<file path="config.mk">
export PLATFORM = sky130hd
export DESIGN_NAME = cmd_queue
export DESIGN_NICKNAME = d
export VERILOG_FILES = /design/src/rtl/cmd_queue_pkg.sv /design/src/rtl/cmd_fifo.sv /design/src/rtl/cmd_queue.sv
export SDC_FILE = /design/constraint.sdc
export NUM_CORES = 1
export LEC_CHECK = 0
export BUFFER_PORTS_ARGS = -buffer_cell sky130_fd_sc_hd__buf_2
export CAP_MARGIN = 20
export CELL_PAD_IN_SITES_DETAIL_PLACEMENT = 0
export CELL_PAD_IN_SITES_GLOBAL_PLACEMENT = 1
export CORE_UTILIZATION = 40
export DETAILED_ROUTE_END_ITERATION = 6
export PLACE_DENSITY_LB_ADDON = 0.25
export SYNTH_ARGS = -nofsm -noshare
export SYNTH_HDL_FRONTEND = slang
export SYNTH_SLANG_ARGS = --single-unit
</file>
<file path="constraint.sdc">
create_clock -name clk -period 25.6 [get_ports clk]
set_input_delay 1.28 -clock clk [delete_from_list [all_inputs] [get_ports clk]]
set_output_delay 1.28 -clock clk [all_outputs]
set_load 0.05 [all_outputs]
</file>
<file path="src/rtl/cmd_queue_pkg.sv">
// rtl/cmd_queue_pkg.sv - shared opcodes, word-0 layout, FSM states and command record for cmd_queue
// Contents:
//   OP_*        op_type codes driven to the scheduler
//   W0_*        bit positions of the fields packed into command word 0
//   IDLE/ISSUE/WAIT  issue FSM state encodings
//   cmd_t       buffered command record; CMD_W is its width
//   op_is_legal true for the opcodes the scheduler understands
package cmd_queue_pkg;

  localparam logic [2:0] OP_IDLE   = 3'd0;
  localparam logic [2:0] OP_CONV1  = 3'd1;
  localparam logic [2:0] OP_CONV3  = 3'd2;
  localparam logic [2:0] OP_POOL3  = 3'd3;
  localparam logic [2:0] OP_POOL13 = 3'd4;

  localparam int W0_OP_LSB     = 0;
  localparam int W0_OP_MSB     = 2;
  localparam int W0_STRIDE_LSB = 4;
  localparam int W0_STRIDE_MSB = 7;
  localparam int W0_KERNEL_LSB = 8;
  localparam int W0_KERNEL_MSB = 11;
  localparam int W0_PAD_LSB    = 12;
  localparam int W0_PAD_MSB    = 15;
  localparam int W0_OC_LSB     = 16;
  localparam int W0_OC_MSB     = 31;

  localparam logic [1:0] IDLE  = 2'd0;
  localparam logic [1:0] ISSUE = 2'd1;
  localparam logic [1:0] WAIT  = 2'd2;

  // Only the 31 meaningful bits of word 0 are kept (bit 3 is a spare), so
  // the record is 31 + 3*32 bits.
  typedef struct packed {
    logic [2:0]  op_type;
    logic [3:0]  stride;
    logic [3:0]  kernel;
    logic [3:0]  pad;
    logic [15:0] oc;
    logic [31:0] src_addr;
    logic [31:0] wgt_addr;
    logic [31:0] dst_addr;
  } cmd_t;

  localparam int CMD_W = $bits(cmd_t);

  function automatic logic op_is_legal(input logic [2:0] op);
    case (op)
      OP_IDLE:                                 return 1'b0;
      OP_CONV1, OP_CONV3, OP_POOL3, OP_POOL13: return 1'b1;
      default:                                 return 1'b0;
    endcase
  endfunction

endpackage

</file>
<file path="src/rtl/cmd_fifo.sv">
// rtl/cmd_fifo.sv - synchronous FIFO of whole command records
// Ports:
//   clk, rst            clock, asynchronous active-high reset
//   push, push_data     write request and record (ignored when full)
//   pop, pop_data       read request (ignored when empty); pop_data is the head
//   count               records held
//   full, empty         occupancy flags
module cmd_fifo #(
  parameter int DEPTH = 4,
  parameter int CNT_W = 3,
  parameter int W     = 32
) (
  input  logic             clk,
  input  logic             rst,
  input  logic             push,
  input  logic [W-1:0]     push_data,
  input  logic             pop,
  output logic [W-1:0]     pop_data,
  output logic [CNT_W-1:0] count,
  output logic             full,
  output logic             empty
);

  localparam int AW = $clog2(DEPTH);

  logic [W-1:0]     mem_q [DEPTH];
  logic [AW-1:0]    wr_ptr_q, wr_ptr_d;
  logic [AW-1:0]    rd_ptr_q, rd_ptr_d;
  logic [CNT_W-1:0] count_q, count_d;
  logic             do_push, do_pop;

  assign full     = (count_q == CNT_W'(DEPTH));
  assign empty    = (count_q == '0);
  assign count    = count_q;
  assign pop_data = mem_q[rd_ptr_q];

  // DEPTH is a power of two, so the pointers wrap on their own.
  always_comb begin
    do_push  = push && !full;
    do_pop   = pop && !empty;
    wr_ptr_d = wr_ptr_q + AW'(do_push);
    rd_ptr_d = rd_ptr_q + AW'(do_pop);
    count_d  = count_q + CNT_W'(do_push) - CNT_W'(do_pop);
  end

  always_ff @(posedge clk or posedge rst) begin
    if (rst) begin
      wr_ptr_q <= '0;
      rd_ptr_q <= '0;
      count_q  <= '0;
    end else begin
      wr_ptr_q <= wr_ptr_d;
      rd_ptr_q <= rd_ptr_d;
      count_q  <= count_d;
    end
  end

  // Payload storage needs no reset: entries are only read once counted in.
  always_ff @(posedge clk) begin
    if (do_push) mem_q[wr_ptr_q] <= push_data;
  end

endmodule

</file>
<file path="src/rtl/cmd_queue.sv">
// rtl/cmd_queue.sv - assembles 4-word commands from pipe-in, queues them, issues one at a time
// Build option: CMDQ_ILLEGAL_CHECK_EN drops commands with an unknown opcode and adds err_illegal.
// Ports:
//   clk, rst               clock, asynchronous active-high reset
//   in_data/in_valid/in_ready  32-bit pipe-in word stream
//   op_type, op_issue      opcode and one-cycle start pulse to the scheduler
//   op_stride/kernel/pad/oc, op_src/wgt/dst_addr  operands, held until the next issue
//   op_done                completion pulse from the scheduler
//   busy                   a command is being issued or executed
//   cmd_count              commands waiting in the FIFO
//   err_illegal            sticky illegal-opcode flag (option only)
module cmd_queue
  import cmd_queue_pkg::*;
#(
  parameter int DEPTH = 4,
  parameter int CNT_W = 3
) (
  input  logic             clk,
  input  logic             rst,
  input  logic [31:0]      in_data,
  input  logic             in_valid,
  output logic             in_ready,
  output logic [2:0]       op_type,
  output logic             op_issue,
  output logic [3:0]       op_stride,
  output logic [3:0]       op_kernel,
  output logic [3:0]       op_pad,
  output logic [15:0]      op_oc,
  output logic [31:0]      op_src_addr,
  output logic [31:0]      op_wgt_addr,
  output logic [31:0]      op_dst_addr,
  input  logic             op_done,
  output logic             busy,
  output logic [CNT_W-1:0] cmd_count
`ifdef CMDQ_ILLEGAL_CHECK_EN
  ,
  output logic             err_illegal
`endif
);

  logic [1:0]  idx_q, idx_d;
  logic [30:0] hdr_q, hdr_d;
  logic [31:0] src_q, src_d;
  logic [31:0] wgt_q, wgt_d;
  logic [1:0]  state_q, state_d;
  cmd_t        op_q, op_d;
  cmd_t        head;
  logic        hs, push, pop, fifo_full, fifo_empty;

  // Held low through reset so nothing is accepted while the queue is cleared.
  assign in_ready = !rst && !fifo_full;
  assign hs       = in_valid && in_ready;

  // Word assembler: w0..w2 go to staging, w3 completes the record.
  always_comb begin
    idx_d = idx_q;
    hdr_d = hdr_q;
    src_d = src_q;
    wgt_d = wgt_q;
    if (hs) begin
      idx_d = idx_q + 2'd1;
      case (idx_q)
        2'd0: hdr_d = {in_data[W0_OP_MSB:W0_OP_LSB], in_data[W0_STRIDE_MSB:W0_STRIDE_LSB],
                       in_data[W0_KERNEL_MSB:W0_KERNEL_LSB], in_data[W0_PAD_MSB:W0_PAD_LSB],
                       in_data[W0_OC_MSB:W0_OC_LSB]};
        2'd1: src_d = in_data;
        2'd2: wgt_d = in_data;
        default: ;
      endcase
    end
  end

`ifdef CMDQ_ILLEGAL_CHECK_EN
  logic drop_q, drop_d;
  logic err_q, err_d;

  // The verdict is taken on w0 and suppresses the push three words later.
  always_comb begin
    drop_d = drop_q;
    err_d  = err_q;
    if (hs && idx_q == 2'd0) begin
      drop_d = !op_is_legal(in_data[W0_OP_MSB:W0_OP_LSB]);
      err_d  = err_q || drop_d;
    end
  end

  always_ff @(posedge clk or posedge rst) begin
    if (rst) begin
      drop_q <= 1'b0;
      err_q  <= 1'b0;
    end else begin
      drop_q <= drop_d;
      err_q  <= err_d;
    end
  end

  assign push        = hs && idx_q == 2'd3 && !drop_q;
  assign err_illegal = err_q;
`else
  assign push = hs && idx_q == 2'd3;
`endif

  // Issue FSM: the head is latched on the IDLE->ISSUE edge so operands are
  // already valid while op_issue is high; the FIFO entry is freed in ISSUE.
  always_comb begin
    state_d = state_q;
    op_d    = op_q;
    pop     = 1'b0;
    case (state_q)
      IDLE: begin
        if (!fifo_empty) begin
          state_d = ISSUE;
          op_d    = head;
        end
      end
      ISSUE: begin
        pop     = 1'b1;
        state_d = WAIT;
      end
      WAIT: begin
        if (op_done) state_d = IDLE;
      end
      default: state_d = IDLE;
    endcase
  end

  always_ff @(posedge clk or posedge rst) begin
    if (rst) begin
      idx_q   <= 2'd0;
      hdr_q   <= '0;
      src_q   <= '0;
      wgt_q   <= '0;
      state_q <= IDLE;
      op_q    <= '0;
    end else begin
      idx_q   <= idx_d;
      hdr_q   <= hdr_d;
      src_q   <= src_d;
      wgt_q   <= wgt_d;
      state_q <= state_d;
      op_q    <= op_d;
    end
  end

  cmd_fifo #(
    .DEPTH (DEPTH),
    .CNT_W (CNT_W),
    .W     (CMD_W)
  ) u_fifo (
    .clk       (clk),
    .rst       (rst),
    .push      (push),
    .push_data ({hdr_q, src_q, wgt_q, in_data}),
    .pop       (pop),
    .pop_data  (head),
    .count     (cmd_count),
    .full      (fifo_full),
    .empty     (fifo_empty)
  );

  assign op_issue    = (state_q == ISSUE);
  assign busy        = (state_q != IDLE);
  assign op_type     = op_q.op_type;
  assign op_stride   = op_q.stride;
  assign op_kernel   = op_q.kernel;
  assign op_pad      = op_q.pad;
  assign op_oc       = op_q.oc;
  assign op_src_addr = op_q.src_addr;
  assign op_wgt_addr = op_q.wgt_addr;
  assign op_dst_addr = op_q.dst_addr;

endmodule
</file>
* After elaboration in Yosys (flattened, before gate mapping)
Memories as Yosys holds them, arrays and structs flattened. A register that Yosys moved wholly into a read port is not among the register bits.
Cells that the tools add are included.
** Cells by class
- Reductions and logical operators :: 17
- $add $sub $neg :: 5
- Eq/ne operators :: 8
- Bitwise operators :: 1
- Multiplexer cells :: 6
** Operator list (number)
- AND reduction 2 bit :: 5
- equality test 2 bit, second input constant :: 3
- one-hot mux 2 bit (3 select lines) :: 1
- logical AND 1 bit :: 5
- adder 2 x 1 -> 2 bit :: 2
- equality test 2 x 1 -> 1 bit, second input constant :: 2
- logical NOT 2 bit :: 2
- two-way mux 2 bit :: 2
- != test 2 bit, second input constant :: 2
- adder 3 x 1 -> 3 bit :: 1
- equality test 3 bit, second input constant :: 1
- logical NOT 1 bit :: 3
- logical NOT 3 bit :: 1
- two-way mux 1 bit :: 3
- subtractor 3 x 1 -> 3 bit :: 1
- adder 2 x 1 -> 2 bit, second input constant :: 1
- nonzero test 2 bit :: 1
- NOT 1 bit :: 1
** Storage, ports and cells
- Input bits :: 36
- Output and inout port bits :: 133
- Memory bits (writable) :: 508
- Bits in registers :: 106
- Memories kept :: 1
** Memory list
- u_fifo.mem_q :: depth 4, width 127, rd ports 1, clocked after Yosys merged registers in 1, write ports 1, RTL line cmd_fifo.sv:26 : logic [W-1:0] mem_q [DEPTH];

* Depth between registers and ports, before layout
Gate-level depths: netlist (run 1).
- Depth after elaboration :: 8
- Mapped depth :: 8
- Gate-level depth less buffers :: 8

* Cells and area by module
From an unflattened synthesis (run 1), not the netlist that was laid out.
** Unflattened totals
- Cell total of the unflattened synthesis :: 1188
- Area total of the unflattened synthesis :: 27706.6 um2
** Modules (own cells, without submodules)
- cmd_fifo :: times used 1, area an instance 18730.5 um2, seq. area each 15429.8 um2, cells an instance 695
- cmd_queue :: times used 1, area an instance 8976.1 um2, seq. area each 5655.4 um2, cells an instance 493

* Least setup slack after synthesis (run 1)
No wires, ideal clock.
- Path type :: input to register
- Start :: input in_valid
- End :: memory u_fifo.mem_q[0][0] in the netlist's numbering, enable pin
- Cell stages on the path :: 3
- Data arrival time :: 10422 ps
- Setup slack :: 14409 ps
- Buffers on the path :: 0
- Cell sequence :: nor2b_1 nand3_1 nor3_1
** Between the ends
- Cells in the longest elaborated chain, start to end :: 5
** Ends and longest elaborated chain
- start, declared :: RTL line cmd_queue.sv:21 : input logic in_valid,
- logical AND 1 bit :: RTL line cmd_queue.sv:52 : assign hs = in_valid && in_ready;
- logical AND 1 bit :: RTL line cmd_queue.sv:100 : assign push = hs && idx_q == 2'd3;
- logical AND 1 bit :: RTL line cmd_fifo.sv:39 : do_push = push && !full;
- two-way mux 1 bit :: RTL line cmd_fifo.sv:60 : if (do_push) mem_q[wr_ptr_q] <= push_data;
- two-way mux 1 bit (implied by the code) :: RTL line cmd_fifo.sv:60
- end, declared :: RTL line cmd_fifo.sv:26
Every way passes these cells.

* Final worst setup path (run 1)
- Start :: input rst
- End :: output in_ready
** Between the ends
- Cells in the longest elaborated chain, start to end :: 2
** Ends and longest elaborated chain
- start, declared :: RTL line cmd_queue.sv:19 : input logic rst,
- logical NOT 1 bit (no line)
- logical AND 1 bit :: RTL line cmd_queue.sv:51 : assign in_ready = !rst && !fifo_full;
- end, declared :: RTL line cmd_queue.sv:22 : output logic in_ready,
Every way passes these cells.

==> metrics.cfg, run 1 <==
[run_status]
status = finished, final reports clean

[worst_setup_path]
reg2reg_slack_ns = 22.30
worst_setup_path_start_kind = input port
slowest_stage = inv_8
crit_type = input port to output port
worstPathArrival_ns = 2.46
rr_endpoint = op_dst_addr[29]
worstSetupEndpointType = output port
path_max_fanout = 100
reg2reg_from = u_fifo.rd_ptr_q[0]
required_ns = 24.32
max_stage_delay_ns = 0.53
worst_r2r_path_depth = 4
crit_chain = buf_2 -> inv_8 -> and2_1 -> buf_2
timing.critical_path.mode_cell = buf_2

[logic_synthesis]
yosysWarnings = 0
yosys.cell_count.top_type = edfxtp_1
avgSynthCellArea_um2 = 22.8
ys.flop_type = edfxtp_1
netlist_instances = 1187
seq_area_frac_synth_pct = 77.8
ys_ff_latch = 741
syn_area_mm2 = 0.0271
synthTopCellsByCount = edfxtp_1, dfrtp_1, mux2_2
synthTopCellsByArea = edfxtp_1, dfrtp_1, mux4_2
synth_top_area_cell = edfxtp_1
synth_edf_count = 508
synth_fp_nets = 1232
async_reset_ff_share_pct = 31.4
yosysTopAreaCellShare_pct = 56.3
yosysUniqueCellTypes = 26

[grt]
grt_pass1_vias = 13000
grt_pass1_wl_mm = 83.7
antenna_found_initial = 4
grt.overflow.total = 0
grt_max_degree = 101
grt_usage_pct = 16.3

[run]
drv_cap = 0

[sta]
fin_ws_ns = 21.86
hold_slack_ns = 0.497
period_share_pct = 14.6
fmax_ghz = 0.267
setup_viol = 0
slew_headroom_pct = 30.1
rsz0062_at_grt = no
hold_viol = 0
clock_skew_ns = 0.0309
worst_slew_pin_slew_ns = 1.05
fin_setup_tns_ns = 0
finalMaxSlewViolations = 0
min_period_ns = 3.74

[worst_hold_path]
hold_depth = 0
hp-start = hdr_q[30]
min_delay_worst_endpoint = u_fifo.mem_q[1][126]
hold_class = register to register

[floorplan]
ios = 169
initial_core_util_pct = 40.4
die_x_um = 262
die-area_mm2 = 0.0688
num_rows = 95
die-height_um = 262
core_mm2 = 0.0670

[routing]
first_pass_iters = 4
drtAntennaViolNets = 0
post_drt_wl_per_cell_um = 23.4
drc = 0
drt-total-wl_mm = 54.8
via_per_inst = 5.13
dr_total_vias = 12000
drt_iter0_drc = 770

[placed_design]
io_buffers = 168
gp_congestion = 0.678
hpwl_mm = 30.5
place_area_mm2 = 0.0289
place_ws_ns = 20.97

[power]
switchingPower_mw = 1.42
comb_power_share_pct = 30.3
internal_power_mw = 2.81
p_leak_nw = 11.4
peakVddDrop_uv = 165
p_per_area_mw_per_mm2 = 134
clockPowerShare_pct = 27.1
seqPwrFrac_pct = 42.7
swShare_pct = 33.6

[finish]
drive_above_1_share_pct = 44.8
final_cell_area_mm2 = 0.0316
syn2layout_area_growth_pct = 16.7
layout.nets = 1452

[clock_network]
cts_tree = built
clockBufferDepth = 3
cts_sinks = 741
cts_setup_buffers = 0
cts_made_buffers = 79
cts-resized-gates = 0
cts_hold_buffers = 0
clockRootBuffer = clkbuf_16
clk_pin_slew_ns = 0.06
htree_levels = 3
clk-insertion-delay-late_ns = 0.61

## power by group through the flow
stage	combinational (mW)	sequential [mW]	clock, mW
final	1.28	1.81	1.15
after detailed placement	1.31	1.84	0
after global routing	1.36	1.85	1.22
after floorplan	0.662	2.13	0
after global placement	1.29	1.82	0
after CTS	1.31	1.81	1.18
## registers in the layout, indices dropped and copies added (netlist names)
signal and count:
hdr_q 31, idx_q 2, op_dst_addr 32, op_kernel 4, op_oc 16, op_pad 4, op_src_addr 32, op_stride 4
op_type 3, op_wgt_addr 32, src_q 32, state_q 2, u_fifo.count 3, u_fifo.mem_q 508, u_fifo.rd_ptr_q 2, u_fifo.wr_ptr_q 2
wgt_q 32
## layout make-up
| cell class | count | area, um2 |
|---|---|---|
| Inverter | 11 | 48.8 |
| Tap cell | 873 | 1090 |
| Clock buffer | 102 | 2180 |
| Antenna cell | 1 | 2.50 |
| Fill cell | 5633 | 35400 |
| Multi-Input combinational cell | 383 | 5680 |
| Sequential cell | 741 | 21100 |
| Timing Repair Buffer | 191 | 1050 |
| Clock inverter | 44 | 465 |
## per-stage QoR
step / cells / utilization [%] / power [mW]
after floorplan: 1187 / - / 2.80
after CTS: 2343 / 47.1 / 4.30
final: 2346 / 47.2 / 4.23
after detailed placement: 2197 / 43.1 / 3.14
after global routing: 2345 / 47.1 / 4.43
after global placement: 2197 / 43.1 / 3.12
## cells by family after synthesis
group	Yosys count	synth area share, %
AOI/OAI and AO/OA	1	0.0185
xor gates and xnor gates	5	0.162
adders and majority gates	9	0.443
buffers and inverters	63	1.33
DFF	741	77.8
muxes	350	19.8
and+or+nand+nor	18	0.411
## metal layers
metal	GRT usage (%)	wire length, um	vias up
li1	-	-	5211
met1	23.3	24900	6538
met2	26.0	27100	229
met3	2.52	1990	64
met4	4.80	884	2
met5	0	10	-
## worst max-delay path by stage
| stage | from | endpoint | slack, ns | depth (start not counted) |
|---|---|---|---|---|
| 3_5_place_dp | rst | u_fifo.mem_q[0][100] | 20.97 | 6 |
| 5_1_grt | rst | in_ready | 21.71 | 4 |
| 6_report | rst | in_ready | 21.86 | 4 |
| 4_1_cts | rst | u_fifo.mem_q[0][88] | 21.61 | 6 |
| 3_3_place_gp | rst | u_fifo.mem_q[0][100] | 20.99 | 6 |
| 2_1_floorplan | in_valid | u_fifo.mem_q[0][0] | 14.41 | 3 |
## layout by cell type (no fill, tap or decap), drive strengths merged, types with 2 or more instances in the layout
master,count
edfxtp,508
dfrtp,233
mux2,223
buf,191
mux4,127
clkbuf,102
clkinv,33
inv,12
bufinv,9
ha,8
nor3,5
nand3,4
xnor2,3
nand2b,2
xor2,2
nor2,2
## worst max-delay path: cells and delay by family
kind / cells / cell delay, ns
buffers and inverters: 3 / 0.93
and+or+nand+nor: 1 / 0.24
No activity file was read; power rests on OpenSTA's default activity.
==> inputs of run 2 (changes only) <==
==> constraint.sdc (replaced) <==
create_clock -name clk -period 3.2 [get_ports clk]
set_input_delay 0.16 -clock clk [delete_from_list [all_inputs] [get_ports clk]]
set_output_delay 0.16 -clock clk [all_outputs]
set_load 0.05 [all_outputs]
==> metrics.cfg, run 2 (synthesis results as in run 1) <==
[run_status]
status = finished, final reports clean

[finish]
regArea_mm2 = 0.0211  ; about the same
largest_reg_flops = 508  ; unchanged
utilization_pct = 48.0  ; +0.82 points
stdcell_count = 2387  ; +1.7%
final_cell_area_mm2 = 0.0322  ; +1.7%
multiInputGateArea_mm2 = 0.00572  ; +0.66%
syn2layout_area_growth_pct = 18.7
layout.nets = 1494  ; +2.9%
diodes = 0  ; -1
mostFrequentLayoutCell = edfxtp_1
drive_above_1_share_pct = 44.5  ; -0.32 points
final_cell_mix = edfxtp_1, dfrtp_1, mux2_2, buf_2, mux4_2
top_register = u_fifo.mem_q
fillCellCount = 5563  ; -1.2%

[clock_network]
clockBufferDepth = 3  ; unchanged
cts_made_buffers = 77  ; -2.5%
cts_tree = built
clk_pin_slew_ns = 0.06  ; about the same
clk-insertion-delay-late_ns = 0.60  ; about the same
cts_sinks = 741  ; unchanged
htree_levels = 3  ; unchanged
clockRootBuffer = clkbuf_16

[grt]
grt_max_degree = 128  ; +27%
grt_pass1_vias = 13400  ; +3.5%
grt_pass1_wl_mm = 85.5  ; +2.1%
antenna_found_initial = 1  ; -3
grt_usage_pct = 16.6  ; +0.29 points
grt.overflow.total = 0  ; unchanged

[sta]
worst_slew_pin_slew_ns = 0.929  ; -0.119 ns
fin_ws_ns = 0.916  ; -20.94 ns
min_period_ns = 2.28
slew_headroom_pct = 38.1  ; +8.0 points
hold_slack_ns = 0.115  ; -0.381 ns
period_share_pct = 71.4
clock_skew_ns = 0.0116  ; -0.0192 ns
hold_viol = 0  ; unchanged
finalMaxSlewViolations = 0  ; unchanged
fmax_ghz = 0.438
rsz0062_at_grt = no
setup_viol = 0  ; unchanged

[routing]
drt_iter0_drc = 673  ; -13%
dr_total_vias = 12200  ; +1.0%
drc = 0  ; unchanged
post_drt_wl_per_cell_um = 23.3  ; -0.24%
via_per_inst = 5.10  ; -0.73%
drt-total-wl_mm = 55.7  ; +1.5%
first_pass_iters = 4  ; unchanged
drtAntennaViolNets = 0  ; unchanged

[worst_setup_path]
worstPathArrival_ns = 2.80  ; +0.34 ns
worstSetupEndpointType = register
worst_setup_path_start_kind = register
crit_type = register to register
path_max_fanout = 6  ; -94%
required_ns = 3.71  ; -20.61 ns

[floorplan]
num_rows = 95  ; unchanged
ios = 169  ; unchanged
core_mm2 = 0.0670  ; unchanged
initial_core_util_pct = 40.4  ; unchanged
die-area_mm2 = 0.0688  ; unchanged
die-height_um = 262  ; unchanged
die_x_um = 262  ; unchanged

[placed_design]
io_buffers = 168  ; unchanged
place_ws_ns = 0.897  ; -20.07 ns
gp_congestion = 0.684  ; +0.83%
hpwl_mm = 30.3  ; -0.48%
dp_cells = 2209  ; +0.55%
place_area_mm2 = 0.0293  ; +1.4%

[power]
p_per_area_mw_per_mm2 = 1050  ; +690%
peakVddDrop_uv = 665  ; +300%
p_leak_nw = 11.6  ; +1.8%

[run]
drv_cap = 0  ; unchanged

[worst_hold_path]
hold_class = input port to register

-- run 2: cell count changes in the layout (fill, tap and decap cells not counted), moves of 3 or more --
cell / previous run / this run
bufinv_16: 9 / 4
dfrtp_1: 231 / 228
clkinv_1: 13 / 3
clkbuf_1: 14 / 22
dlygate4sd3_1: 0 / 34
nor3_2: 4 / 0
buf_12: 0 / 21
inv_6: 1 / 5
clkbuf_8: 7 / 13
buf_4: 21 / 12
dfrtp_2: 0 / 3
nor3_4: 0 / 4
-- run 2: path summary, 6_finish.rpt --
check | slack [ns] | cells after the start | from | to
worst max-delay path | 0.92 | 7 | u_fifo.count[1] | u_fifo.count[2]
worst min-delay path | 0.12 | 4 | in_valid | idx_q[0]
worst max register to register | 0.92 | 7 | u_fifo.count[1] | u_fifo.count[2]
worst min register to register | 0.50 | 1 | op_src_addr[20] | op_src_addr[20]
max in group asynchronous | 2.11 | 4 | rst | hdr_q[0]
min in group asynchronous | 0.23 | 4 | rst | idx_q[1]
-- run 2: what timing repair did --
action                    4_1_cts  5_1_grt
hold buffers                   34        0
resized for setup               0        0
setup buffers                   0        0
hold endpoints to repair      454        0
-- run 2: final cells by class --
| class | instances | share of cell area (%) |
|---|---|---|
| clock buffers | 114 | 6.96 |
| clock inverters | 30 | 0.864 |
| inverters | 11 | 0.140 |
| multi-input cells | 383 | 17.8 |
| flip-flops and latches | 741 | 65.6 |
| well taps | 873 | 3.40 |
| repair buffers | 235 | 5.26 |
-- run 2: power breakdown --
part	leakage (nW)	internal (mW)	total (mW)	switching, mW
sequential	7.35	12.9	14.5	1.58
clock	1.24	5.19	8.79	3.59
combinational	2.99	4.29	10.6	6.28
total	11.6	22.4	33.8	11.5
-- run 2: critical path, cell delays in order (launching register included) --
cell	delay, ns
dfrtp_2	0.42
or3b_1	0.53
nand3_4	0.19
inv_1	0.08
ha_1	0.23
fa_1	0.42
xnor2_1	0.18
xnor2_1	0.14
-- run 2: stage by stage --
stage	total power, mW	setup TNS (ns)
4_1_cts	34.3	0
3_5_place_dp	25.5	0
5_1_grt	35.4	0
3_3_place_gp	25.2	0
6_report	33.8	0
2_1_floorplan	22.4	-648.06
-- run 2: per-layer routing --
metal | global-route usage (%) | wire length [um] | up-vias
li1 | - | - | 5287
met1 | 23.1 | 25000 | 6603
met2 | 27.0 | 27600 | 221
met3 | 2.85 | 2160 | 54
met4 | 4.79 | 901 | 0
met5 | 0 | 0 | -
